===== config.mk =====
export PLATFORM = sky130hd
export DESIGN_NAME = imm_gen_pipe
export DESIGN_NICKNAME = d
export VERILOG_FILES = /design/src/rtl/imm_gen_pipe.sv
export SDC_FILE = /design/constraint.sdc
export NUM_CORES = 1
export LEC_CHECK = 0
export ABC_AREA = 0
export CAP_MARGIN = 5
export CORE_UTILIZATION = 58
export CTS_CLUSTER_SIZE = 20
export DETAILED_ROUTE_END_ITERATION = 6
export DONT_BUFFER_PORTS = 1
export HOLD_SLACK_MARGIN = 0.02
export PLACE_DENSITY = 0.76
export SLEW_MARGIN = 10
export SYNTH_ARGS = -nofsm -noshare
export SYNTH_HDL_FRONTEND = slang
export SYNTH_SLANG_ARGS = --single-unit

===== constraint.sdc =====
create_clock -name CLK -period 1.4 [get_ports CLK]
set_input_delay 0.21 -clock CLK [delete_from_list [all_inputs] [get_ports CLK]]
set_output_delay 0.21 -clock CLK [all_outputs]
set_load 0.05 [all_outputs]

===== src/rtl/imm_gen_pipe.sv =====
`default_nettype none
// +--------------------------------------------------------------------------+
// | Module   : imm_gen_pipe                                                  |
// | Purpose  : Registered LEGv8 immediate generator (B/CB/I/D plus           |
// |            MOVZ/MOVK/MOVN wide immediates) with valid/ready handshake.   |
// |            Define IMMGEN_SKID_EN for a 2-entry skid FIFO on the output.  |
// | Revision : 1.0 - initial release                                         |
// +--------------------------------------------------------------------------+
module imm_gen_pipe #(
    parameter int DATA_W  = 64,
    parameter int SHIFT_B = 1
) (
    input  logic              CLK,
    input  logic              resetl,
    input  logic              in_valid,
    output logic              in_ready,
    input  logic [25:0]       Imm26,
    input  logic [2:0]        Ctrl,
    input  logic              acc_clear,
    output logic              out_valid,
    input  logic              out_ready,
    output logic [DATA_W-1:0] BusImm,
    output logic              out_err
);

    localparam logic [2:0]  c_CTRL_B    = 3'b000;
    localparam logic [2:0]  c_CTRL_CB   = 3'b001;
    localparam logic [2:0]  c_CTRL_I    = 3'b010;
    localparam logic [2:0]  c_CTRL_D    = 3'b011;
    localparam logic [2:0]  c_CTRL_MOVZ = 3'b100;
    localparam logic [2:0]  c_CTRL_MOVK = 3'b101;
    localparam logic [2:0]  c_CTRL_MOVN = 3'b110;
    localparam logic [31:0] c_NSLICE    = 32'(DATA_W / 16);

    logic [DATA_W-1:0] r_acc;
    logic [DATA_W-1:0] w_acc_eff;
    logic [DATA_W-1:0] w_b_ext;
    logic [DATA_W-1:0] w_b_imm;
    logic [DATA_W-1:0] w_cb_ext;
    logic [DATA_W-1:0] w_cb_imm;
    logic [DATA_W-1:0] w_i_imm;
    logic [DATA_W-1:0] w_d_imm;
    logic [DATA_W-1:0] w_imm16_ext;
    logic [DATA_W-1:0] w_movz;
    logic [DATA_W-1:0] w_slice_mask;
    logic [DATA_W-1:0] w_res;
    logic [DATA_W:0]   w_new;
    logic [15:0]       w_imm16;
    logic [1:0]        w_hw;
    logic [5:0]        w_shamt;
    logic              w_hw_ok;
    logic              w_err;
    logic              w_wide;
    logic              w_accept;
    logic              w_acc_load;

    logic              r_out_valid;
    logic [DATA_W-1:0] r_out_bus;
    logic              r_out_err;

    assign w_accept = in_valid & in_ready;

    // Field extraction and extension for the branch/load/ALU formats
    assign w_b_ext  = {{(DATA_W-26){Imm26[25]}}, Imm26};
    assign w_cb_ext = {{(DATA_W-19){Imm26[23]}}, Imm26[23:5]};
    assign w_i_imm  = {{(DATA_W-12){1'b0}}, Imm26[21:10]};
    assign w_d_imm  = {{(DATA_W-9){Imm26[20]}}, Imm26[20:12]};

    generate
        if (SHIFT_B != 0) begin : g_shift_b
            assign w_b_imm  = w_b_ext << 2;
            assign w_cb_imm = w_cb_ext << 2;
        end else begin : g_no_shift_b
            assign w_b_imm  = w_b_ext;
            assign w_cb_imm = w_cb_ext;
        end
    endgenerate

    // Wide-immediate slice placement; hw beyond the bus width is an error
    assign w_imm16      = Imm26[20:5];
    assign w_hw         = Imm26[22:21];
    assign w_shamt      = {w_hw, 4'b0000};
    assign w_hw_ok      = ({30'd0, w_hw} < c_NSLICE);
    assign w_imm16_ext  = {{(DATA_W-16){1'b0}}, w_imm16};
    assign w_movz       = w_imm16_ext << w_shamt;
    assign w_slice_mask = {{(DATA_W-16){1'b0}}, 16'hFFFF} << w_shamt;

    // A same-cycle clear is seen by the MOVK merge before the merge happens
    assign w_acc_eff = acc_clear ? '0 : r_acc;

    always_comb begin
        w_res  = '0;
        w_err  = 1'b0;
        w_wide = 1'b0;
        case (Ctrl)
            c_CTRL_B:  w_res = w_b_imm;
            c_CTRL_CB: w_res = w_cb_imm;
            c_CTRL_I:  w_res = w_i_imm;
            c_CTRL_D:  w_res = w_d_imm;
            c_CTRL_MOVZ: begin
                w_wide = 1'b1;
                if (w_hw_ok) w_res = w_movz;
                else         w_err = 1'b1;
            end
            c_CTRL_MOVK: begin
                w_wide = 1'b1;
                if (w_hw_ok) w_res = (w_acc_eff & ~w_slice_mask) | w_movz;
                else         w_err = 1'b1;
            end
            c_CTRL_MOVN: begin
                w_wide = 1'b1;
                if (w_hw_ok) w_res = ~w_movz;
                else         w_err = 1'b1;
            end
            default: w_err = 1'b1;
        endcase
    end

    assign w_new      = {w_err, w_res};
    assign w_acc_load = w_accept & w_wide & ~w_err;

    always_ff @(posedge CLK or negedge resetl) begin
        if (!resetl) begin
            r_acc <= '0;
        end else if (w_acc_load) begin
            r_acc <= w_res;
        end else if (acc_clear) begin
            r_acc <= '0;
        end
    end

`ifdef IMMGEN_SKID_EN
    logic [DATA_W:0] r_q0;
    logic [DATA_W:0] r_q1;
    logic [1:0]      r_cnt;
    logic            w_out_free;
    logic            w_take;
    logic            w_direct;
    logic            w_push;

    // in_ready depends on the FIFO count register only
    assign in_ready   = ~r_cnt[1];
    assign w_out_free = ~r_out_valid | out_ready;
    assign w_take     = w_out_free & (r_cnt != 2'd0);
    assign w_direct   = w_accept & w_out_free & (r_cnt == 2'd0);
    assign w_push     = w_accept & ~w_direct;

    always_ff @(posedge CLK or negedge resetl) begin
        if (!resetl) begin
            r_out_valid <= 1'b0;
            r_out_bus   <= '0;
            r_out_err   <= 1'b0;
            r_q0        <= '0;
            r_q1        <= '0;
            r_cnt       <= 2'd0;
        end else begin
            if (w_take) begin
                r_out_valid            <= 1'b1;
                {r_out_err, r_out_bus} <= r_q0;
            end else if (w_direct) begin
                r_out_valid <= 1'b1;
                r_out_err   <= w_err;
                r_out_bus   <= w_res;
            end else if (w_out_free) begin
                r_out_valid <= 1'b0;
            end

            if (w_take && w_push) begin
                if (r_cnt == 2'd1) begin
                    r_q0 <= w_new;
                end else begin
                    r_q0 <= r_q1;
                    r_q1 <= w_new;
                end
            end else if (w_take) begin
                r_q0  <= r_q1;
                r_cnt <= r_cnt - 2'd1;
            end else if (w_push) begin
                if (r_cnt == 2'd0) r_q0 <= w_new;
                else               r_q1 <= w_new;
                r_cnt <= r_cnt + 2'd1;
            end
        end
    end
`else
    assign in_ready = ~r_out_valid | out_ready;

    always_ff @(posedge CLK or negedge resetl) begin
        if (!resetl) begin
            r_out_valid <= 1'b0;
            r_out_bus   <= '0;
            r_out_err   <= 1'b0;
        end else if (w_accept) begin
            r_out_valid <= 1'b1;
            r_out_bus   <= w_res;
            r_out_err   <= w_err;
        end else if (out_ready) begin
            r_out_valid <= 1'b0;
        end
    end
`endif

    assign out_valid = r_out_valid;
    assign BusImm    = r_out_bus;
    assign out_err   = r_out_err;

endmodule
`default_nettype wire

==> results of run 1 <==
-- routing by layer --
| metal | vias up | global-route usage (%) |
|---|---|---|
| li1 | 2993 | - |
| met4 | 0 | 20.4 |
| met1 | 3370 | 47.2 |
| met2 | 507 | 57.8 |
| met5 | - | 0 |
| met3 | 93 | 7.55 |
-- final timing paths --
check / start / end / slack [ns]
worst max-delay path: out_valid$_DFFE_PN0P_ / r_acc[12]$_DFF_PN0_ / -0.03
worst min-delay path: resetl / r_acc[1]$_DFF_PN0_ / -0.52
worst max register to register: out_valid$_DFFE_PN0P_ / r_acc[12]$_DFF_PN0_ / -0.03
worst min register to register: r_acc[40]$_DFF_PN0_ / r_acc[40]$_DFF_PN0_ / 0.48
max in group asynchronous: resetl / BusImm[52]$_DFFE_PN0P_ / 1.67
min in group CLK: Imm26[10] / r_acc[21]$_DFF_PN0_ / 0.02
-- where the power goes --
group	leakage, nW	internal (mW)	total (mW)	switching, mW
combinational	2.50	0.971	2.61	1.64
sequential	1.73	4.12	4.52	0.402
clock	0.296	2.99	4.76	1.77
total	4.52	8.08	11.9	3.81
-- cells in the mapped netlist, types with 3 or more instances --
| master | number |
|---|---|
| xnor2_1 | 3 |
| and3_1 | 3 |
| nor2_1 | 47 |
| o21ai_0 | 49 |
| a22o_1 | 3 |
| buf_4 | 4 |
| buf_2 | 29 |
| clkbuf_1 | 40 |
| nor3_1 | 5 |
| a31oi_1 | 10 |
| a21oi_1 | 78 |
| o2bb2ai_1 | 7 |
| mux2_2 | 3 |
| a211o_1 | 33 |
| mux2i_1 | 10 |
| nand4b_1 | 8 |
| nand2b_1 | 8 |
| a221oi_1 | 31 |
| nor2b_1 | 17 |
| o22ai_1 | 7 |
| inv_1 | 10 |
| a21boi_0 | 7 |
| a21o_1 | 39 |
| nand3b_1 | 14 |
| nand3_1 | 10 |
| a22oi_1 | 9 |
| a221oi_2 | 6 |
| buf_6 | 8 |
| nor3b_1 | 5 |
| o221ai_1 | 6 |
| dfrtp_1 | 130 |
| o211ai_1 | 3 |
| nand2_1 | 77 |
-- state kept, by name (all words and copies together), names as in the netlist --
name       count
out_valid      1
BusImm        64
r_acc         64
out_err        1
-- metrics by stage --
stage / TNS [ns] / total power [mW] / util [%] / instances
finish: -0.128 / 11.9 / 75.2 / 1023
global route: -1.37 / 12.2 / 75.2 / 1023
CTS: -0.0446 / 11.8 / 73.4 / 1014
detailed placement: -11.38 / 7.02 / 66.6 / 965
global placement: -10.09 / 6.96 / 66.6 / 965
floorplan: -16.87 / 6.40 / - / 768
-- logic make-up (layout without fill, tap and decap cells) --
logic type | Yosys count | after routing
xor gates and xnor gates | 3 | 3
and+or+nand+nor | 212 | 212
DFF | 130 | 130
AOI/OAI and AO/OA | 314 | 314
buffers and inverters | 95 | 182
muxes | 14 | 14
-- final cells by class --
type                    count  share of cell area [%]
inverters                  11                   0.455
clock buffers              17                    4.69
repair buffers            139                    14.7
well taps                 168                    2.32
flip-flops and latches    130                    35.9
multi-input cells         543                    39.7
clock inverters            15                    2.29
-- worst register-to-register path, stage by stage (launching register included) --
cell and delay (ns):
dfrtp_2 0.42, nand2b_4 0.11, and2_4 0.19, nand2_8 0.09, buf_12 0.17, nor2_1 0.21, o2bb2ai_1 0.12
-- repair_timing --
action,in CTS,in global routing
pin swaps,0,10
setup endpoints to repair,19,87
gates cloned,0,5
setup buffers,0,4
endpoints found under the hold margin,162,130
resized for setup,3,30
==> results.cfg, run 1 <==
[logic_synthesis]
yosysWarnings = 0
synth_area_um2 = 7180
ys.flop_type = dfrtp_1
yosysTopAreaCell = dfrtp_1
yosysTopAreaCellShare_pct = 45.3
synth_area_leaders = dfrtp_1 45%, a21oi_1 5.4%, a21o_1 4.1%
synth_edf_count = 0
synth_simple_gate_area_share_pct = 15.0
ys_seq_area_share_pct = 45.3
syn_nets = 802
synth-compound-area-share_pct = 30.6
async_flop_share_pct = 100
synthXorXnorAreaFrac_pct = 0.366
synth-adder-area-share_pct = 0
synth-seq-cells = 130
synth_cell_types = 66
synth_top_family_by_area = compound AO/OA/AOI/OAI gates
syn_inst = 768
synthMuxAreaShare_pct = 2.18
synth.avg_cell_area_um2 = 9.35

[detailed_routing]
dr_wl_met2_um = 11100
routed_wirelength_um = 23600
first_pass_iters = 6
detail-route-antenna-nets = 0
met1_length_um = 9070
dr_total_vias = 6963
first_iter_violations = 736
post-route-drc-count = 0
route.detailed.wl_per_inst_um = 23.1
top_layer = met4
vias_per_cell = 6.81
wl_met3_um = 2470

[worst_setup_path]
crit_path_max_incr_delay_ns = 0.42
critical_path_depth = 6
crit_chain = nand2b_4 -> and2_4 -> nand2_8 -> buf_12 -> nor2_1 -> o2bb2ai_1
r2r_cells = 6
crit_family = simple AND/OR/NAND/NOR gates
critPathCaptureType = register
cp-start-kind = register
cp.required_ns = 1.70
crit_arrival_ns = 1.73
crit_buf_inv = 1
slowest_stage = dfrtp_2
critPathKind = register to register
worstPathMaxFanout = 9

[clock_tree]
cts_hold_buf = 17
cts-htree-levels = 4
clkTransAtPathRegs_ns = 0.06
cts_buffers = 17
cts.sinks = 130
cts_max_path_buffers = 2
insertion_delay_ns = 0.43
cts_tree = built
cts_root_buffer = clkbuf_16

[final_layout]
ff_latch_area_um2 = 3250
area_growth_pct = 26.3
stdcell_area_um2 = 9070
fillers = 833
fin_nets = 876
drive_above_1_share_pct = 23.7
multiInputGateArea_um2 = 3610
final_cell_mix = 129 x dfrtp_1, 102 x buf_4, 77 x a21oi_1
layout_commonest_cell = dfrtp_1
diodes = 0

[sta]
period_needed_ns = 1.43
slew_headroom_pct = 50.5
holdWs_ns = -0.522
clock_skew_ns = 0.00674
finalWorstSetupSlack_ns = -0.0329
tightestPinTransition_ns = 0.742
fmax_mhz = 698
rsz0062_at_grt = yes
hold_viol = 130
setup_viol = 11
post-route-period-util_pct = 102
maxSlewViolCount = 0

[power]
irDropWorstVdd_mv = 0.931
power_density_nw_per_um2 = 1310
p_leak_nw = 4.52

[global_routing]
grt_max_degree = 131
grt_pass1_vias = 6649
track_usage_pct = 36.6
grt_pass1_wl_um = 35700
antenna_found_initial = 0
grt-ovfl-total = 0

[floorplanning]
die_h_um = 113
io_pins = 101
initial_core_util_pct = 59.6
die_w_um = 113
core_um2 = 12100
num_rows = 40
die_area_um2 = 12800

[outcome]
violations = hold timing, setup timing
status = finished, violations left

[placed_design]
numPortBuffers = 0
place_area_um2 = 8040
dp_worst_setup_slack_ns = -0.362
hpwlAfterDp_um = 14400
gp_congestion = 0.894

[hold_path]
hp-class = input port to asynchronous set/reset pin

[flow_run]
drv_cap = 0
Note: power is estimated with default switching activity, not from simulation.
==> run 2: changes to the inputs <==
- CORE_UTILIZATION: 58 -> 40
- PLACE_DENSITY: 0.76 -> unset
==> run 2 against run 1 <==
Net effect:
- the flow finishes with violations (hold timing)
- worst setup slack improved by 0.049 ns
- critical path depth did not move
- cell count rose by 6.2%
- global-route usage fell by 9.4 points
- total power fell by 5.9%
- worst hold slack got worse by 0.0014 ns
- flip-flop and latch count did not move
- count of clock-buffer cells in the layout rose by 3
==> results.cfg, run 2 (synthesis gave the netlist of run 1 again) <==
[detailed_routing]
first_pass_iters = 5
dr_total_vias = 6851
detail-route-antenna-nets = 0
first_iter_violations = 656
vias_per_cell = 6.31
routed_wirelength_um = 24200
route.detailed.wl_per_inst_um = 22.3
post-route-drc-count = 0

[sta]
rsz0062_at_grt = yes
period_needed_ns = 1.38
slew_headroom_pct = 47.0
hold_viol = 130
tightestPinTransition_ns = 0.793
finalSetupTns_ns = 0
fmax_mhz = 723
finalWorstSetupSlack_ns = 0.0160
setup_viol = 0
clock_skew_ns = 0.00700
holdWs_ns = -0.523
maxSlewViolCount = 0
post-route-period-util_pct = 98.9

[clock_tree]
cts-htree-levels = 4
cts.sinks = 130
cts_hold_buf = 20
cts_max_path_buffers = 2
cts_root_buffer = clkbuf_16
insertion_delay_ns = 0.43
cts_buffers = 17
clkTransAtPathRegs_ns = 0.06
cts_tree = built

[power]
power_density_nw_per_um2 = 1240
p_leak_nw = 4.47
comb_power_share_pct = 23.5
switching_share_pct = 33.6
pwr-share-seq_pct = 40.0
p_sw_mw = 3.76
irDropWorstVdd_mv = 0.921
p_int_mw = 7.44
clockPowerShare_pct = 36.6

[placed_design]
dp_worst_setup_slack_ns = -0.350
hpwlAfterDp_um = 15500
gp_congestion = 0.886
numPortBuffers = 0

[final_layout]
area_growth_pct = 25.3
layout_commonest_cell = dfrtp_1
diodes = 0
final_cell_mix = 129 x dfrtp_1, 111 x buf_4, 77 x a21oi_1
fin_nets = 883
drive_above_1_share_pct = 23.1

[global_routing]
grt_util_met1_pct = 34.2
grt_max_degree = 131
grt_busiest_layer = met2
grt_pass1_vias = 6900
antenna_found_initial = 1
track_usage_pct = 27.2
grt-ovfl-total = 0
use_met2_pct = 43.3
grt_pass1_wl_um = 38000
use_met3_pct = 7.53

[floorplanning]
io_pins = 101
initial_core_util_pct = 41.2
die_w_um = 136
die_h_um = 136
die_area_um2 = 18500
core_um2 = 17400
num_rows = 48

[worst_setup_path]
crit_arrival_ns = 1.70
cp-start-kind = register
critPathKind = register to register
cp.required_ns = 1.72
critPathCaptureType = register
r2r_slack_ns = 0.02
worstPathMaxFanout = 14

[flow_run]
drv_cap = 0

[outcome]
violations = hold timing
status = finished, violations left

[hold_path]
hp-class = input port to asynchronous set/reset pin
[run 2: cell count changes in the layout (fill, tap and decap cells not counted), moves of 2 or more]
cell,previous run,this run
clkinv_4,4,2
nor2_1,38,42
nor2b_1,16,14
o21ai_1,16,9
dlygate4sd3_1,17,20
buf_4,102,111
bufinv_16,4,0
nor2_2,9,5
clkbuf_16,21,17
clkbuf_8,0,2
o21ai_0,33,41
[run 2: per-layer routing]
layer | vias to the layer above | share of wire (%)
met5 | - | 0
met4 | 0 | 3.0
met3 | 62 | 9.9
met2 | 367 | 48
met1 | 3422 | 39
li1 | 3000 | -
[run 2: final cells by class]
class | instances | area, um2
multi-input combinational | 543 | 3570
inverter | 11 | 41.3
tap | 225 | 282
clock inverter | 11 | 82.6
sequential | 130 | 3250
timing repair buffer | 146 | 1310
clock buffer | 20 | 457
fill | 1637 | 8420
[run 2: path summary, 6_finish.rpt]
kind                                        from                     end  cells after the start
min in group CLK                       Imm26[20]     r_acc[15]$_DFF_PN0_                      2
setup / recovery           out_valid$_DFFE_PN0P_     r_acc[16]$_DFF_PN0_                      6
hold reg to reg              r_acc[40]$_DFF_PN0_     r_acc[40]$_DFF_PN0_                      1
max in group asynchronous                 resetl  BusImm[58]$_DFFE_PN0P_                      0
setup reg to reg           out_valid$_DFFE_PN0P_     r_acc[16]$_DFF_PN0_                      6
hold / removal                            resetl     r_acc[22]$_DFF_PN0_                      0
[run 2: power groups by stage]
| stage | Combinational (mW) | Sequential, mW | Clock, mW |
|---|---|---|---|
| floorplan | 1.08 | 5.32 | 0 |
| global placement | 2.51 | 4.52 | 0 |
| detailed placement | 2.55 | 4.54 | 0 |
| CTS | 2.61 | 4.48 | 4.15 |
| global route | 2.77 | 4.52 | 4.33 |
| finish | 2.63 | 4.47 | 4.09 |
[run 2: worst max-delay path, cell delays in order, from the launching register on]
cell and delay [ns]:
dfrtp_2 0.42, nand2b_4 0.09, and2_4 0.15, nand2_4 0.10, buf_12 0.17, buf_4 0.15
a21bo_2 0.19
[run 2: repair_timing]
item / in CTS / in global routing
setup endpoints to repair: 31 / 58
resized for setup: 3 / 13
pin swaps: 0 / 6
setup buffers: 0 / 2
hold endpoints to repair: 161 / 130
[run 2: metrics by stage]
stage / cell area (um2) / util (%) / hold slack [ns] / instances / total power [mW]
6_report: 9000 / 51.7 / -0.523 / 1086 / 11.2
5_1_grt: 9000 / 51.7 / -0.538 / 1086 / 11.6
3_5_place_dp: 8180 / 47.0 / -0.0799 / 1033 / 7.09
2_1_floorplan: 7350 / - / -0.0856 / 768 / 6.40
3_3_place_gp: 8180 / 47.0 / -0.0811 / 1033 / 7.04
4_1_cts: 8920 / 51.2 / -0.531 / 1084 / 11.2
==> run 3: changes to the inputs <==
- PLACE_DENSITY: unset -> 0.57
==> run 3 against run 2 <==
Net effect:
- the run ends with hold timing, setup timing left
- final area increased by 2.1%
- sequential share of layout area decreased by 0.73 points
- critical endpoint is now r_acc[15]$_DFF_PN0_
- global-route usage decreased by 0.14 points
- maximum frequency is 1.7% lower
==> results.cfg, run 3 (synthesis gave the netlist of run 1 again) <==
[outcome]
status = finished, violations left
violations = hold timing, setup timing

[final_layout]
fin_nets = 878
layout_commonest_cell = dfrtp_1
final_cell_mix = 129 x dfrtp_1, 102 x buf_4, 77 x a21oi_1
final_cells = 1082
diodes = 0
area_growth_pct = 27.9
post-route-util_pct = 52.7
drive_above_1_share_pct = 23.2

[global_routing]
track_usage_pct = 27.1
antenna_found_initial = 1
grt_max_degree = 131
grt-ovfl-total = 0
grt_pass1_vias = 6673
grt_pass1_wl_um = 37800

[power]
p_total_mw = 12.1
irDropWorstVdd_mv = 0.886
p_leak_nw = 4.54
power_density_nw_per_um2 = 1310

[worst_setup_path]
r2r_start = out_valid$_DFFE_PN0P_
critPathCaptureType = register
r2r_slack_ns = -0.008
crit_arrival_ns = 1.70
crit_chain = nand2b_4 -> and2_4 -> nand2_8 -> buf_12 -> buf_6 -> nand3b_1 -> o21ai_0
cp.required_ns = 1.69
critPathKind = register to register
slowest_stage = dfrtp_2
crit_buf_inv = 2
cp-start-kind = register
crit_path_max_incr_delay_ns = 0.42
r2r_cells = 7
crit_family = simple AND/OR/NAND/NOR gates
reg2reg_to = r_acc[15]$_DFF_PN0_
worstPathMaxFanout = 13

[sta]
maxSlewViolCount = 0
holdWs_ns = -0.529
post-route-period-util_pct = 101
period_needed_ns = 1.41
hold_viol = 130
setup_viol = 2
slew_headroom_pct = 48.2
tightestPinTransition_ns = 0.777
finalSetupTns_ns = -0.00999
clock_skew_ns = 0.00981
fmax_mhz = 710
rsz0062_at_grt = yes
finalWorstSetupSlack_ns = -0.00795

[detailed_routing]
dr_total_vias = 6876
first_iter_violations = 633
routed_wirelength_um = 24300
detail-route-antenna-nets = 0
post-route-drc-count = 0
route.detailed.wl_per_inst_um = 22.4
vias_per_cell = 6.35
first_pass_iters = 6

[clock_tree]
cts.sinks = 130
cts_max_path_buffers = 2
cts_buffers = 17
cts_tree = built
insertion_delay_ns = 0.43
cts_root_buffer = clkbuf_16
cts-htree-levels = 4
clkTransAtPathRegs_ns = 0.06
cts_hold_buf = 19

[floorplanning]
initial_core_util_pct = 41.2
die_w_um = 136
die_area_um2 = 18500
io_pins = 101
die_h_um = 136
core_um2 = 17400
num_rows = 48

[hold_path]
hp-class = input port to asynchronous set/reset pin

[placed_design]
hpwlAfterDp_um = 15000
dp_worst_setup_slack_ns = -0.392
place_inst = 1029
gp_congestion = 0.898
numPortBuffers = 0

[flow_run]
drv_cap = 0
run 3: stage by stage:
step | cell area (um2) | hold slack [ns]
after global routing | 9180 | -0.545
final | 9180 | -0.529
after CTS | 9040 | -0.539
after floorplan | 7350 | -0.0856
after detailed placement | 8200 | -0.0794
after global placement | 8200 | -0.0802
run 3: how the worst max path moves through the flow:
| stage | start | end | slack, ns | cells past startpoint |
|---|---|---|---|---|
| after floorplan | out_valid$_DFFE_PN0P_ | r_acc[16]$_DFF_PN0_ | -0.19 | 6 |
| after global placement | Imm26[22] | BusImm[56]$_DFFE_PN0P_ | -0.35 | 5 |
| after detailed placement | Imm26[22] | BusImm[50]$_DFFE_PN0P_ | -0.39 | 5 |
| after CTS | out_valid$_DFFE_PN0P_ | BusImm[33]$_DFFE_PN0P_ | 0.004 | 6 |
| after global routing | out_valid$_DFFE_PN0P_ | r_acc[28]$_DFF_PN0_ | -0.04 | 7 |
| final | out_valid$_DFFE_PN0P_ | r_acc[15]$_DFF_PN0_ | -0.008 | 7 |
run 3: layer usage:
layer / share of wire (%) / vias up / global-route usage [%]
met5: 0.054 / - / 0
met3: 9.1 / 59 / 7.61
met1: 43 / 3444 / 35.9
li1: - / 3011 / -
met4: 2.7 / 2 / 11.9
met2: 45 / 360 / 41.0
run 3: repair_timing:
item / 4_1_cts / 5_1_grt
pin swaps: 1 / 13
buffers inserted: 0 / 1
setup endpoints to repair: 69 / 60
resized for setup: 6 / 27
gates cloned: 0 / 2
hold endpoints to repair: 161 / 130
run 3: power breakdown:
group	switching [mW]	leakage, nW	internal (mW)
clock network	1.80	0.309	3.13
registers	0.381	1.73	4.12
logic	1.64	2.50	0.985
total	3.82	4.54	8.23
run 3: area by class of cell:
type,count,area (um2)
inverters,11,41.3
repair buffers,141,1350
well taps,225,282
clock buffers,20,467
fillers,1571,8230
clock inverters,12,179
multi-input cells,543,3610
flip-flops and latches,130,3250
